$ cat config.mk
export PLATFORM = sky130hd
export DESIGN_NAME = conv_filter_scheduler_flat
export DESIGN_NICKNAME = d
export VERILOG_FILES = /design/src/rtl/conv_filter_scheduler_pkg.sv /design/src/rtl/conv_filter_scheduler_if.sv /design/src/rtl/conv_filter_scheduler_prio_pick.sv /design/src/rtl/conv_filter_scheduler.sv /design/src/flat_wrapper.sv
export SDC_FILE = /design/constraint.sdc
export NUM_CORES = 1
export LEC_CHECK = 0
export BUFFER_PORTS_ARGS = -buffer_cell sky130_fd_sc_hd__buf_2
export CAP_MARGIN = 20
export CORE_MARGIN = 4
export CORE_UTILIZATION = 30
export CTS_CLUSTER_DIAMETER = 120
export DETAILED_ROUTE_END_ITERATION = 12
export GPL_TIMING_DRIVEN = 0
export MAX_ROUTING_LAYER = met4
export PLACE_DENSITY_LB_ADDON = 0.2
export SYNTH_ARGS = -nofsm -noshare
export SYNTH_HDL_FRONTEND = slang
export SYNTH_SLANG_ARGS = --single-unit
$ cat constraint.sdc
create_clock -name clk -period 1.36 [get_ports clk]
set_input_delay 0.272 -clock clk [delete_from_list [all_inputs] [get_ports clk]]
set_output_delay 0.272 -clock clk [all_outputs]
set_load 0.03 [all_outputs]
$ cat src/rtl/conv_filter_scheduler_pkg.sv
// Shared types and helpers for the convolution filter scheduler.
package conv_filter_scheduler_pkg;

  typedef enum logic [1:0] {
    IDLE  = 2'd0,
    RUN   = 2'd1,
    DRAIN = 2'd2,
    FIN   = 2'd3
  } state_e;

  // Index width that never collapses to zero bits.
  function automatic int unsigned clog2_min1(input int unsigned n);
    return (n < 2) ? 32'd1 : 32'($clog2(n));
  endfunction

endpackage

$ cat src/rtl/conv_filter_scheduler_if.sv
// Sequencer, engine-pool and output-buffer signals of the filter scheduler.
interface conv_filter_scheduler_if
  import conv_filter_scheduler_pkg::*;
#(
  parameter int unsigned K       = 6,
  parameter int unsigned NUM_ENG = 2,
  parameter int unsigned FIDX_W  = clog2_min1(K),
  parameter int unsigned EIDX_W  = clog2_min1(NUM_ENG)
);
  logic                      start;
  logic                      busy;
  logic                      done;
  logic [NUM_ENG-1:0]        eng_start;
  logic [NUM_ENG*FIDX_W-1:0] eng_filter_idx;
  logic [NUM_ENG-1:0]        eng_done;
  logic                      wr_en;
  logic [EIDX_W-1:0]         wr_engine;
  logic [FIDX_W-1:0]         wr_filter_idx;
  logic                      err;

  modport master (
    input  start, eng_done,
    output busy, done, eng_start, eng_filter_idx, wr_en, wr_engine,
           wr_filter_idx, err
  );

  modport slave (
    output start, eng_done,
    input  busy, done, eng_start, eng_filter_idx, wr_en, wr_engine,
           wr_filter_idx, err
  );
endinterface

$ cat src/rtl/conv_filter_scheduler_prio_pick.sv
// Lowest-index-first picker: flags any request and returns the lowest set index.
module conv_prio_pick #(
  parameter int unsigned N  = 2,
  parameter int unsigned IW = 1
) (
  input  logic [N-1:0]  req,
  output logic          valid_c,
  output logic [IW-1:0] idx_c
);

  always_comb begin
    valid_c = |req;
    idx_c   = '0;
    for (int i = int'(N) - 1; i >= 0; i--) begin
      if (req[i]) idx_c = IW'(i);
    end
  end

endmodule

$ cat src/rtl/conv_filter_scheduler.sv
// Dispatches K filters over NUM_ENG engines and serialises their results
// into the output buffer, one write per cycle.
module conv_filter_scheduler
  import conv_filter_scheduler_pkg::*;
#(
  parameter int unsigned K       = 6,
  parameter int unsigned NUM_ENG = 2,
  parameter int unsigned FIDX_W  = clog2_min1(K),
  parameter int unsigned EIDX_W  = clog2_min1(NUM_ENG)
) (
  input logic                     clk,
  input logic                     reset,
  conv_filter_scheduler_if.master bus
);

  localparam int unsigned     CNT_W = FIDX_W + 1;
  localparam logic [CNT_W-1:0] K_CNT = CNT_W'(K);

  state_e                    state, state_nxt;
  logic [CNT_W-1:0]          next_filt, written;
  logic [NUM_ENG-1:0]        eng_busy, pend, eng_start_q;
  logic [FIDX_W-1:0]         filt_q [NUM_ENG];
  logic [NUM_ENG*FIDX_W-1:0] fidx_flat;
  logic                      busy_q, done_q, wr_en_q, err_q;
  logic [EIDX_W-1:0]         wr_engine_q;
  logic [FIDX_W-1:0]         wr_filter_q;

  logic                      accept_c, dispatch_c;
  logic                      idle_valid_c, pend_valid_c;
  logic [EIDX_W-1:0]         idle_idx_c, pend_idx_c;
  logic [NUM_ENG-1:0]        idle_req_c, done_ok_c, done_bad_c, disp_vec_c, wr_vec_c;

  assign idle_req_c = ~eng_busy & ~pend;
  assign done_ok_c  = bus.eng_done & eng_busy;
  assign done_bad_c = bus.eng_done & ~eng_busy;

  conv_prio_pick #(.N(NUM_ENG), .IW(EIDX_W)) u_idle_pick (
    .req     (idle_req_c),
    .valid_c (idle_valid_c),
    .idx_c   (idle_idx_c)
  );

  conv_prio_pick #(.N(NUM_ENG), .IW(EIDX_W)) u_pend_pick (
    .req     (pend),
    .valid_c (pend_valid_c),
    .idx_c   (pend_idx_c)
  );

  always_ff @(posedge clk or posedge reset) begin
    if (reset) state <= IDLE;
    else       state <= state_nxt;
  end

  // Next state, layer accept and dispatch qualification.
  always_comb begin
    state_nxt  = state;
    accept_c   = 1'b0;
    dispatch_c = 1'b0;
    case (state)
      IDLE: begin
        if (bus.start) begin
          accept_c  = 1'b1;
          state_nxt = RUN;
        end
      end
      RUN: begin
        if (next_filt == K_CNT) state_nxt = DRAIN;
        else                    dispatch_c = idle_valid_c;
      end
      DRAIN: begin
        if ((written == K_CNT) && (pend == '0)) state_nxt = FIN;
      end
      FIN:     state_nxt = IDLE;
      default: state_nxt = IDLE;
    endcase
  end

  always_comb begin
    disp_vec_c = '0;
    wr_vec_c   = '0;
    if (dispatch_c)   disp_vec_c[idle_idx_c] = 1'b1;
    if (pend_valid_c) wr_vec_c[pend_idx_c]   = 1'b1;
  end

  // Engine bookkeeping, write port and sticky error.
  always_ff @(posedge clk or posedge reset) begin
    if (reset) begin
      next_filt   <= '0;
      written     <= '0;
      eng_busy    <= '0;
      pend        <= '0;
      eng_start_q <= '0;
      busy_q      <= 1'b0;
      done_q      <= 1'b0;
      wr_en_q     <= 1'b0;
      wr_engine_q <= '0;
      wr_filter_q <= '0;
      err_q       <= 1'b0;
      for (int e = 0; e < int'(NUM_ENG); e++) filt_q[e] <= '0;
    end else begin
      eng_busy    <= (eng_busy & ~done_ok_c) | disp_vec_c;
      pend        <= (pend & ~wr_vec_c) | done_ok_c;
      eng_start_q <= disp_vec_c;
      busy_q      <= (state_nxt == RUN) || (state_nxt == DRAIN);
      done_q      <= (state_nxt == FIN);
      wr_en_q     <= pend_valid_c;
      err_q       <= (accept_c ? 1'b0 : err_q) | (|done_bad_c);
      if (pend_valid_c) begin
        wr_engine_q <= pend_idx_c;
        wr_filter_q <= filt_q[pend_idx_c];
      end
      if (accept_c) begin
        next_filt <= '0;
        written   <= '0;
      end else begin
        if (dispatch_c)   next_filt <= next_filt + CNT_W'(1);
        if (pend_valid_c) written   <= written + CNT_W'(1);
      end
      for (int e = 0; e < int'(NUM_ENG); e++) begin
        if (disp_vec_c[e]) filt_q[e] <= next_filt[FIDX_W-1:0];
      end
    end
  end

  always_comb begin
    fidx_flat = '0;
    for (int e = 0; e < int'(NUM_ENG); e++) fidx_flat[e*FIDX_W +: FIDX_W] = filt_q[e];
  end

  assign bus.busy           = busy_q;
  assign bus.done           = done_q;
  assign bus.eng_start      = eng_start_q;
  assign bus.eng_filter_idx = fidx_flat;
  assign bus.wr_en          = wr_en_q;
  assign bus.wr_engine      = wr_engine_q;
  assign bus.wr_filter_idx  = wr_filter_q;
  assign bus.err            = err_q;

endmodule

$ cat src/flat_wrapper.sv
// flat-port wrapper written by rule: the top's interface ports become plain ports
module conv_filter_scheduler_flat import conv_filter_scheduler_pkg::*;
#(
  parameter int unsigned K       = 6,
  parameter int unsigned NUM_ENG = 2,
  parameter int unsigned FIDX_W  = clog2_min1(K),
  parameter int unsigned EIDX_W  = clog2_min1(NUM_ENG)
)
  (clk, reset, bus_start, bus_eng_done, bus_busy, bus_done, bus_eng_start, bus_eng_filter_idx, bus_wr_en, bus_wr_engine, bus_wr_filter_idx, bus_err);
  conv_filter_scheduler_if #(.K(K), .NUM_ENG(NUM_ENG), .FIDX_W(FIDX_W), .EIDX_W(EIDX_W)) bus_i ();
  input logic clk;
  input logic reset;
  input wire logic [$bits(bus_i.start)-1:0] bus_start;
  input wire logic [$bits(bus_i.eng_done)-1:0] bus_eng_done;
  output wire logic [$bits(bus_i.busy)-1:0] bus_busy;
  output wire logic [$bits(bus_i.done)-1:0] bus_done;
  output wire logic [$bits(bus_i.eng_start)-1:0] bus_eng_start;
  output wire logic [$bits(bus_i.eng_filter_idx)-1:0] bus_eng_filter_idx;
  output wire logic [$bits(bus_i.wr_en)-1:0] bus_wr_en;
  output wire logic [$bits(bus_i.wr_engine)-1:0] bus_wr_engine;
  output wire logic [$bits(bus_i.wr_filter_idx)-1:0] bus_wr_filter_idx;
  output wire logic [$bits(bus_i.err)-1:0] bus_err;
  assign bus_i.start = bus_start;
  assign bus_i.eng_done = bus_eng_done;
  assign bus_busy = bus_i.busy;
  assign bus_done = bus_i.done;
  assign bus_eng_start = bus_i.eng_start;
  assign bus_eng_filter_idx = bus_i.eng_filter_idx;
  assign bus_wr_en = bus_i.wr_en;
  assign bus_wr_engine = bus_i.wr_engine;
  assign bus_wr_filter_idx = bus_i.wr_filter_idx;
  assign bus_err = bus_i.err;
  conv_filter_scheduler #(.K(K), .NUM_ENG(NUM_ENG), .FIDX_W(FIDX_W), .EIDX_W(EIDX_W)) u_core (.clk(clk), .reset(reset), .bus(bus_i));
endmodule
Word-level counts from Yosys, hierarchy flattened --
Cells that the tools add are included.
Storage, ports and cells: input bits 5, register bits 30, word-level logic and storage cells 79, output and inout bits 16
Operators by class: reduce and logical (&&, ||, !) cells 11, muxes and demuxes 26, $lt $le $gt $ge 5, add/sub/neg operators 2, bitwise logic cells 13, equal/unequal tests 8
Operators with widths (number):
- $mux 4 | 4
- $mux 1 | 11
- $and 2x2->2 | 5
- $mux 2 | 5
- $mux 3 | 3
- $add 4x1->4 const B | 2
- $eq 2x2->1 const B | 4
- $eq 4x3->1 const B | 2
- $not 2->2 | 4
- $pmux 2 s4 | 1
- $reduce_or 2->1 | 3
- $eq 2x1->1 const B | 2
- $logic_not 2->1 | 2
- $lt 1x2->1 const B | 2
- $or 2x2->2 | 2
- $reduce_bool 2->1 | 2
- $logic_and 1x1->1 | 3
- $demux 1 s1 | 2
- $ge 1x1->1 const B | 2
- $ge 2x2->1 const B | 1
- $not 1->2 | 1
- $logic_or 1x1->1 | 1
- $or 1x1->1 | 1

Depth between registers and ports, before layout --
Gate-level depths: netlist (run 1).
depth after elaboration 10, gate-level depth with buffers 6, mapped depth without buffers 6

Modules after synthesis --
Synthesis (run 1) repeated with hierarchy kept, for this count alone.
Unflattened totals: cell total of the unflattened synthesis 113, area total of the unflattened synthesis 1346.3 sq um
Modules (own cells, without submodules):
- conv_filter_scheduler | area an instance 1321.3 sq um, instances 1, cells each 109, seq. area each 750.7 sq um
- conv_prio_pick | area an instance 12.5 sq um, instances 2, cells each 2, seq. area each 0.0 sq um

Worst setup path after synthesis (run 1) --
Ideal clock, no wire load.
path type register to register, start point reg u_core.pend[1], end point reg u_core.busy_q, in the netlist u_core.bus.busy, path buffers 2, cell stages (with the launch flop) 7, required time 1.234 ns, setup slack -0.114 ns, data arrival time 1.348 ns, cell sequence dfrtp_1 buf_6 or2_1 buf_2 a2bb2oi_1 o21ai_0 ha_1
Between the ends: word-level cells in the longest chain between the ends 6, elaborated cells on any way between the ends 7, classes of those cells 2 x eq/ne; 2 x mux; 3 x reduce/logical
RTL lines:
- start: declaration | line conv_filter_scheduler.sv:21 | logic [NUM_ENG-1:0] eng_busy, pend, eng_start_q;
- start signal: assignment | line conv_filter_scheduler.sv:102 | pend <= (pend & ~wr_vec_c) | done_ok_c;
- $logic_not 2->1 * | line conv_filter_scheduler.sv:71 | if ((written == K_CNT) && (pend == '0)) state_nxt = FIN;
- $logic_and 1x1->1 * | line conv_filter_scheduler.sv:71
- $mux 2 * | line conv_filter_scheduler.sv:71
- $pmux 2 s4 * | line conv_filter_scheduler.sv:59 | case (state)
- $eq 2x1->1 / $eq 2x2->1 (equally long branches) | line conv_filter_scheduler.sv:104 | busy_q <= (state_nxt == RUN) || (state_nxt == DRAIN);
- $logic_or 1x1->1 * | line conv_filter_scheduler.sv:104
- end signal: assignment | line conv_filter_scheduler.sv:104
- end: declaration | line conv_filter_scheduler.sv:24 | logic busy_q, done_q, wr_en_q, err_q;
Every way passes the cells marked *; elsewhere a longest branch is shown, timed or not. A chain may end at the register's enable or synchronous reset.

Final worst setup path (run 1) --
start point reg u_core.written[1], end point reg u_core.busy_q, in the netlist u_core.bus.busy
Between the ends: word-level cells in the longest chain between the ends 6, elaborated cells on any way between the ends 7, classes of those cells 3 x eq/ne; 2 x mux; 2 x reduce/logical
RTL lines:
- start: declaration | line conv_filter_scheduler.sv:20 | logic [CNT_W-1:0] next_filt, written;
- start signal: assignment | line conv_filter_scheduler.sv:117 | if (pend_valid_c) written <= written + CNT_W'(1);
- $eq 4x3->1 * | line conv_filter_scheduler.sv:71
- $logic_and 1x1->1 * | line conv_filter_scheduler.sv:71
- $mux 2 * | line conv_filter_scheduler.sv:71
- $pmux 2 s4 * | line conv_filter_scheduler.sv:59
- $eq 2x1->1 / $eq 2x2->1 (equally long branches) | line conv_filter_scheduler.sv:104
- $logic_or 1x1->1 * | line conv_filter_scheduler.sv:104
Marks and branches as above.

==> metrics.txt, run 1 <==
crit share post-route 102%; Max H-tree Level 2; worst r2r dst u_core.bus.busy; number of cells in the finished layout apart from fillers 202; switching share of power between 30% and 40%; global-route total usage across every layer a little under an eighth; Initial Util between 30% and 40%; Relative slew margins between 50% and 60%; residual antenna-violating net count after detailed routing 0; Internal Pwr Total ~3000 uW; MaxCap Viol Count 0; number of max-slew violations in the final report 0; CTS Sinks 30; number of hold violations in the final report 0; Post-Syn Nets between 100 and 150; NetSw a little under 2000 uW; 1st-pass router iterations 6; first-pass GRT wire length around 4.7 mm; yosys warns 0; maximum vdd drop approximately 1.0 mV; Overall Power about 4900 uW; final wirelength between 2 and 3 mm; Core Footprint between 4000 and 5000 um^2; required time of the critical path 1.52 ns; number of cell instances on the worst register-to-register path 5; worst-case clock skew roughly 0.0045 ns; reg-to-reg setup timing slack -0.02 ns; Seq pwr share around 33%; cell area after layout around 1800 um^2; outcome finished, violations left; setup slack after placement -0.218 ns; endpoint arrival time on the critical path 1.55 ns; vias in the first global route 955; placer congestion estimate 0.747; violations in the final reports negative setup slack; # diodes 0; clock-pin transition on the worst setup and hold timing paths 0.07 ns; number of vias after detailed routing 928; clock latency at the later pin of the worst-skew pair about 0.28 ns; mean number of vias per cell around 4.6; worst path setup slack after routing -0.0242 ns; synthesized flop and latch total 30; number of violations reported at the end of detailed-routing iteration 0 26; number of nets in the final layout roughly 160; Inst Count DP 184; row count 24; # setup viols final 4; total negative slack for setup checks -0.0719 ns; post-synthesis instance area approximately 1300 um^2; fraction of power consumed by the clock network between 10% and 20%; FFs w/ async S/R, synth 100%; I/O pin cnt 21; Die Width around 75 um; clock tree from TritonCTS built; RSZ-0062 raised after global routing true; Remaining DRCs 0; critical-path maximum fanout 4; buffer levels on the longest clock path 2; primary flip-flop cell chosen by synthesis mapping sky130_fd_sc_hd__dfrtp_1; clock tree root driver cell sky130_fd_sc_hd__clkbuf_8; count of flip-flops with a built-in enable after synthesis 0; worst hold path type input pin to async pin; combinational share of power 49.0%; Worst setup SP type flop; type of the worst setup path flop to flop; placed instance area around 1600 um^2; pin count of the biggest net entering global routing 19; worst slew pin tran between 0.6 and 0.7 ns; sequential area share after synthesis between 50% and 60%; proportion of layout cells with a drive suffix above 1 41.3%; endpoint of the most critical setup path u_core.bus.busy; sum of net half-perimeters after detailed placement approximately 1.9 mm; # port buffers 20; die span in y 74.8 um; remaining global-route overflow 0; area of the die 5600 um^2; Peak Freq slightly above 700 MHz; Avg Synthesized Cell Area roughly 12 um^2; time the worst path needs with I/O delays and setup between 1 and 1.5 ns; detailed-route wire length per cell around 14 um; antenna violations before repair 0; Worst Setup SP u_core.written[1]; Setup crit end kind flop; power density over the cells roughly 2700 nW/um^2; synthesized instance count approximately 110; signed area change from the synthesized netlist to the final layout 33.4%; CTS Buf Count 5; number of distinct library cells after synthesis 34; P_leak 0.000921 uW; startpoint of the most critical register-to-register path u_core.written[1]
-- area by class of cell --
cell class	count	area (um^2)
tap	52	65.1
clock inverter	3	40.0
inverter	9	33.8
timing repair buffer	33	225
fill	443	2540
buffer	2	16.3
sequential	30	754
multi-input combinational	68	582
clock buffer	5	68.8
-- cells in the final DEF (no fill, tap or decap), types with 2 or more instances in the layout --
cell type / count
sky130_fd_sc_hd__o21ai_0: 7
sky130_fd_sc_hd__nand4_1: 2
sky130_fd_sc_hd__clkbuf_8: 5
sky130_fd_sc_hd__nor2_1: 8
sky130_fd_sc_hd__nand2_1: 9
sky130_fd_sc_hd__ha_1: 4
sky130_fd_sc_hd__xor2_1: 2
sky130_fd_sc_hd__mux2_4: 6
sky130_fd_sc_hd__buf_4: 10
sky130_fd_sc_hd__dfrtp_1: 27
sky130_fd_sc_hd__buf_6: 3
sky130_fd_sc_hd__buf_2: 21
sky130_fd_sc_hd__inv_1: 8
sky130_fd_sc_hd__clkinv_2: 2
sky130_fd_sc_hd__dfrtp_2: 3
sky130_fd_sc_hd__mux2i_1: 6
-- per-stage QoR --
step	hold slack, ns	utilization (%)
6_report	0.0329	41.3
5_1_grt	0.0771	41.3
4_1_cts	0.0570	40.6
3_5_place_dp	0.368	36.0
3_3_place_gp	0.455	35.3
2_1_floorplan	0.363	-
-- flip-flops by register name, indices dropped and copies added (netlist names), 2 cells and up --
name and count:
u_core.bus.wr_filter_idx 3, u_core.bus.eng_start 2, u_core.pend 2, u_core.state 2, u_core.bus.eng_filter_idx 6, u_core.next_filt 4, u_core.written 4, u_core.eng_busy 2
-- synthesized netlist by cell type, drive strengths merged (2+ instances only) --
cell type / instances / share of area [%]
dfrtp: 30 / 56
inv: 9 / 2.5
nand2: 9 / 2.5
o21ai: 9 / 3.4
nor2: 8 / 2.2
mux2: 6 / 5.9
mux2i: 6 / 4.5
ha: 5 / 4.7
buf: 4 / 2.4
nand3: 2 / 1.1
nand4: 2 / 0.93
o2111ai: 2 / 2.6
xor2: 2 / 1.3
-- kinds of logic after synthesis --
group                    Yosys count  synth area share [%]
AO/OA/AOI/OAI                     18                  10.0
XOR/XNOR                           3                  1.96
adder cells (fa/ha/maj)            5                  4.67
buffers and inverters             13                  4.95
flip-flops                        30                  56.1
multiplexers                      12                  10.4
AND/OR/NAND/NOR                   30                  12.0
-- layer usage --
metal | global-route usage, % | vias to the layer above | wire length, um | part of all wire (%)
li1 | - | 458 | - | -
met1 | 15.1 | 450 | 1340 | 48
met5 | - | - | 0 | 0
met2 | 17.7 | 14 | 1280 | 46
met4 | 4.15 | 0 | 43 | 1.5
met3 | 4.14 | 6 | 122 | 4.4
-- worst max-delay path, stage by stage (launching register included) --
cell                        delay (ns)
sky130_fd_sc_hd__dfrtp_1          0.42
sky130_fd_sc_hd__ha_1             0.20
sky130_fd_sc_hd__nand4b_1         0.11
sky130_fd_sc_hd__a2bb2oi_2        0.17
sky130_fd_sc_hd__o21ai_1          0.09
sky130_fd_sc_hd__ha_1             0.28
-- power groups by stage --
stage	sequential (uW)	combinational [uW]	clock, uW
after floorplan	2010	1140	0
after global placement	1620	1980	0
after detailed placement	1660	2020	0
after CTS	1610	2310	896
after global routing	1690	2640	950
final	1620	2410	879
-- what timing repair did --
item                       in CTS  in global routing
setup endpoints to repair       8                 14
gates resized for setup         9                  6
buffers inserted                9                  3
hold buffers                    0                  0
pin swaps                       5                  6
-- worst min-delay path by stage --
stage / start / to / slack [ns] / cells after the start
final: reset / u_core.bus.wr_en / 0.03 / 2
after global routing: reset / u_core.bus.wr_en / 0.08 / 2
after CTS: reset / u_core.bus.wr_en / 0.06 / 2
after detailed placement: reset / u_core.bus.wr_en / 0.37 / 2
after global placement: u_core.bus.err / u_core.bus.err / 0.45 / 2
after floorplan: reset / u_core.bus.busy / 0.36 / 1
Note: power is estimated with default switching activity, not from simulation.
==> run 2: changes to the inputs <==
SETUP_SLACK_MARGIN = 0.1   (was default)
==> run 2 against run 1 <==
Compared with the run above: via count up 4.5%; design area increased by 4.8%; sequential power about the same; register-to-register slack worse by 0.05 ns; critical path depth grew 1; first-iteration DRC count fell by 42%; routed wire length is 3.1% higher; critical path type unchanged; setup slack worse by 0.048 ns; sequential cell count stayed put; largest power group unchanged; largest cell class unchanged; global-route usage up 0.15 points; non-clock buffer count up 6; the flow still finishes with violations (negative setup slack).
==> metrics.txt, run 2 (synthesis gave the netlist of run 1 again) <==
clock tree root driver cell sky130_fd_sc_hd__clkbuf_8; detailed-route wire length per cell 13.8 um (about the same); Relative slew margins 62.9% (+4.8 points); Overall Power 5160 uW (+5.0%); Worst setup SP type flop; antenna violations before repair 0 (unchanged); critical-path maximum fanout 4 (unchanged); outcome finished, violations left; endpoint arrival time on the critical path 1.60 ns (+0.05 ns); CTS Sinks 30 (unchanged); clock latency at the later pin of the worst-skew pair 0.28 ns (about the same); Core Footprint 4320 um^2 (unchanged); number of violations reported at the end of detailed-routing iteration 0 15 (-42%); sum of net half-perimeters after detailed placement 1.92 mm (+2.1%); Worst Setup SP u_core.pend[1]; RSZ-0062 raised after global routing true; residual antenna-violating net count after detailed routing 0 (unchanged); highest-count cells in the layout ignoring fill and taps 26 x sky130_fd_sc_hd__dfrtp_1, 21 x sky130_fd_sc_hd__buf_2, 13 x sky130_fd_sc_hd__buf_4, 9 x sky130_fd_sc_hd__nand2_1, 7 x sky130_fd_sc_hd__inv_1; Peak Freq 698 MHz (-3.4%); number of max-slew violations in the final report 0 (unchanged); number of nets in the final layout 165 (+3.8%); first-pass GRT wire length 4.77 mm (+2.2%); Remaining DRCs 0 (unchanged); MaxCap Viol Count 0 (unchanged); Max H-tree Level 2 (unchanged); max FFs per register 6 (unchanged); Initial Util 31.0% (unchanged); startpoint of the most critical register-to-register path u_core.pend[1]; CTS Buf Count 5 (unchanged); signed area change from the synthesized netlist to the final layout 39.8%; most common cell after layout, fill and taps aside sky130_fd_sc_hd__dfrtp_1; worst path setup slack after routing -0.0723 ns (-0.0481 ns); cell area after layout 1870 um^2 (+4.8%); Die Width 74.8 um (unchanged); # diodes 0 (unchanged); P_leak 0.000957 uW (+3.9%); buffer levels on the longest clock path 2 (unchanged); worst slew pin tran 0.555 ns (-0.0717 ns); 1st-pass router iterations 4 (-2); clock-pin transition on the worst setup and hold timing paths 0.07 ns (about the same); Setup crit end kind flop; mean number of vias per cell 4.66 (+1.5%); Fill cells 428 (-3.4%); time the worst path needs with I/O delays and setup 1.43 ns (+0.0481 ns); violations in the final reports negative setup slack; Hold-fix buffers, CTS 0 (unchanged); area of the die 5600 um^2 (unchanged); clock tree from TritonCTS built; die span in y 74.8 um (unchanged); global-route total usage across every layer 12.0% (+0.15 points); number of vias after detailed routing 970 (+4.5%); maximum vdd drop 0.809 mV (-23%); number of hold violations in the final report 0 (unchanged); placer congestion estimate 0.845 (+13%); placed instance area 1570 um^2 (+1.2%); remaining global-route overflow 0 (unchanged); type of the worst setup path flop to flop; I/O pin cnt 21 (unchanged); power density over the cells 2750 nW/um^2 (+0.18%); total negative slack for setup checks -0.128 ns (-0.0563 ns); worst hold path type input pin to async pin; vias in the first global route 940 (-1.6%); crit share post-route 105% (+3.5 points); pin count of the biggest net entering global routing 20 (+1); proportion of layout cells with a drive suffix above 1 47.4% (+6.1 points); final wirelength 2.87 mm (+3.1%); required time of the critical path 1.53 ns (about the same); # port buffers 20 (unchanged); row count 24 (unchanged); # setup viols final 5 (+1); worst-case clock skew 0.00503 ns (+0.000568 ns)
==> run 2: changes by cell type in the layout (fill, tap and decap cells not counted), sizes merged <==
cell and change:
buf +6
==> run 2: what timing repair did <==
action | 4_1_cts | 5_1_grt
buffers inserted | 12 | 5
pin swaps | 4 | 4
resized for setup | 11 | 10
endpoints found under the setup margin | 17 | 18
==> run 2: layout make-up <==
type / count / area (um^2) / share of cell area (%)
multi-input cells: 68 / 611 / 32.6
inverters: 9 / 33.8 / 1.80
plain buffers: 4 / 38.8 / 2.07
repair buffers: 37 / 259 / 13.8
clock buffers: 5 / 68.8 / 3.68
well taps: 52 / 65.1 / 3.48
flip-flops and latches: 30 / 756 / 40.4
clock inverters: 3 / 40.0 / 2.14
==> run 2: metal layers <==
metal	GRT usage [%]	wire [um]	vias up
met5	-	0	-
met4	5.34	38	0
met3	3.87	175	6
met2	15.6	1330	21
met1	16.9	1330	470
li1	-	-	473
==> run 2: final timing paths <==
kind | to | depth (start not counted) | slack [ns]
worst max-delay path | u_core.bus.busy | 6 | -0.07
max in group asynchronous | u_core.next_filt[0] | 3 | 0.83
worst min register to register | u_core.bus.err | 2 | 0.47
worst max register to register | u_core.bus.busy | 6 | -0.07
min in group clk | u_core.eng_busy[1] | 2 | 0.20
worst min-delay path | u_core.bus.done | 2 | 0.03
==> run 2: power by group <==
part	internal [uW]	switching [uW]	leakage, uW
clock	539	344	0.0000579
combinational	1270	1370	0.000532
sequential	1310	326	0.000367
total	3120	2040	0.000957
==> run 2: worst max-delay path: stages, from the launching register on <==
cell and delay, ns:
sky130_fd_sc_hd__dfrtp_1 0.37, sky130_fd_sc_hd__buf_6 0.12, sky130_fd_sc_hd__or2_1 0.21, sky130_fd_sc_hd__buf_6 0.12
sky130_fd_sc_hd__a2bb2oi_2 0.12, sky130_fd_sc_hd__o21ai_1 0.13, sky130_fd_sc_hd__ha_1 0.24
==> run 2: per-stage QoR <==
stage	worst slack, ns	util (%)	hold WS (ns)	cells
global route	-0.125	43.3	0.0794	208
finish	-0.0723	43.3	0.0315	208
floorplan	-0.0598	-	0.363	111
CTS	-0.0863	41.9	0.0443	204
detailed placement	-0.235	36.4	0.351	184
global placement	-0.192	35.8	0.455	183
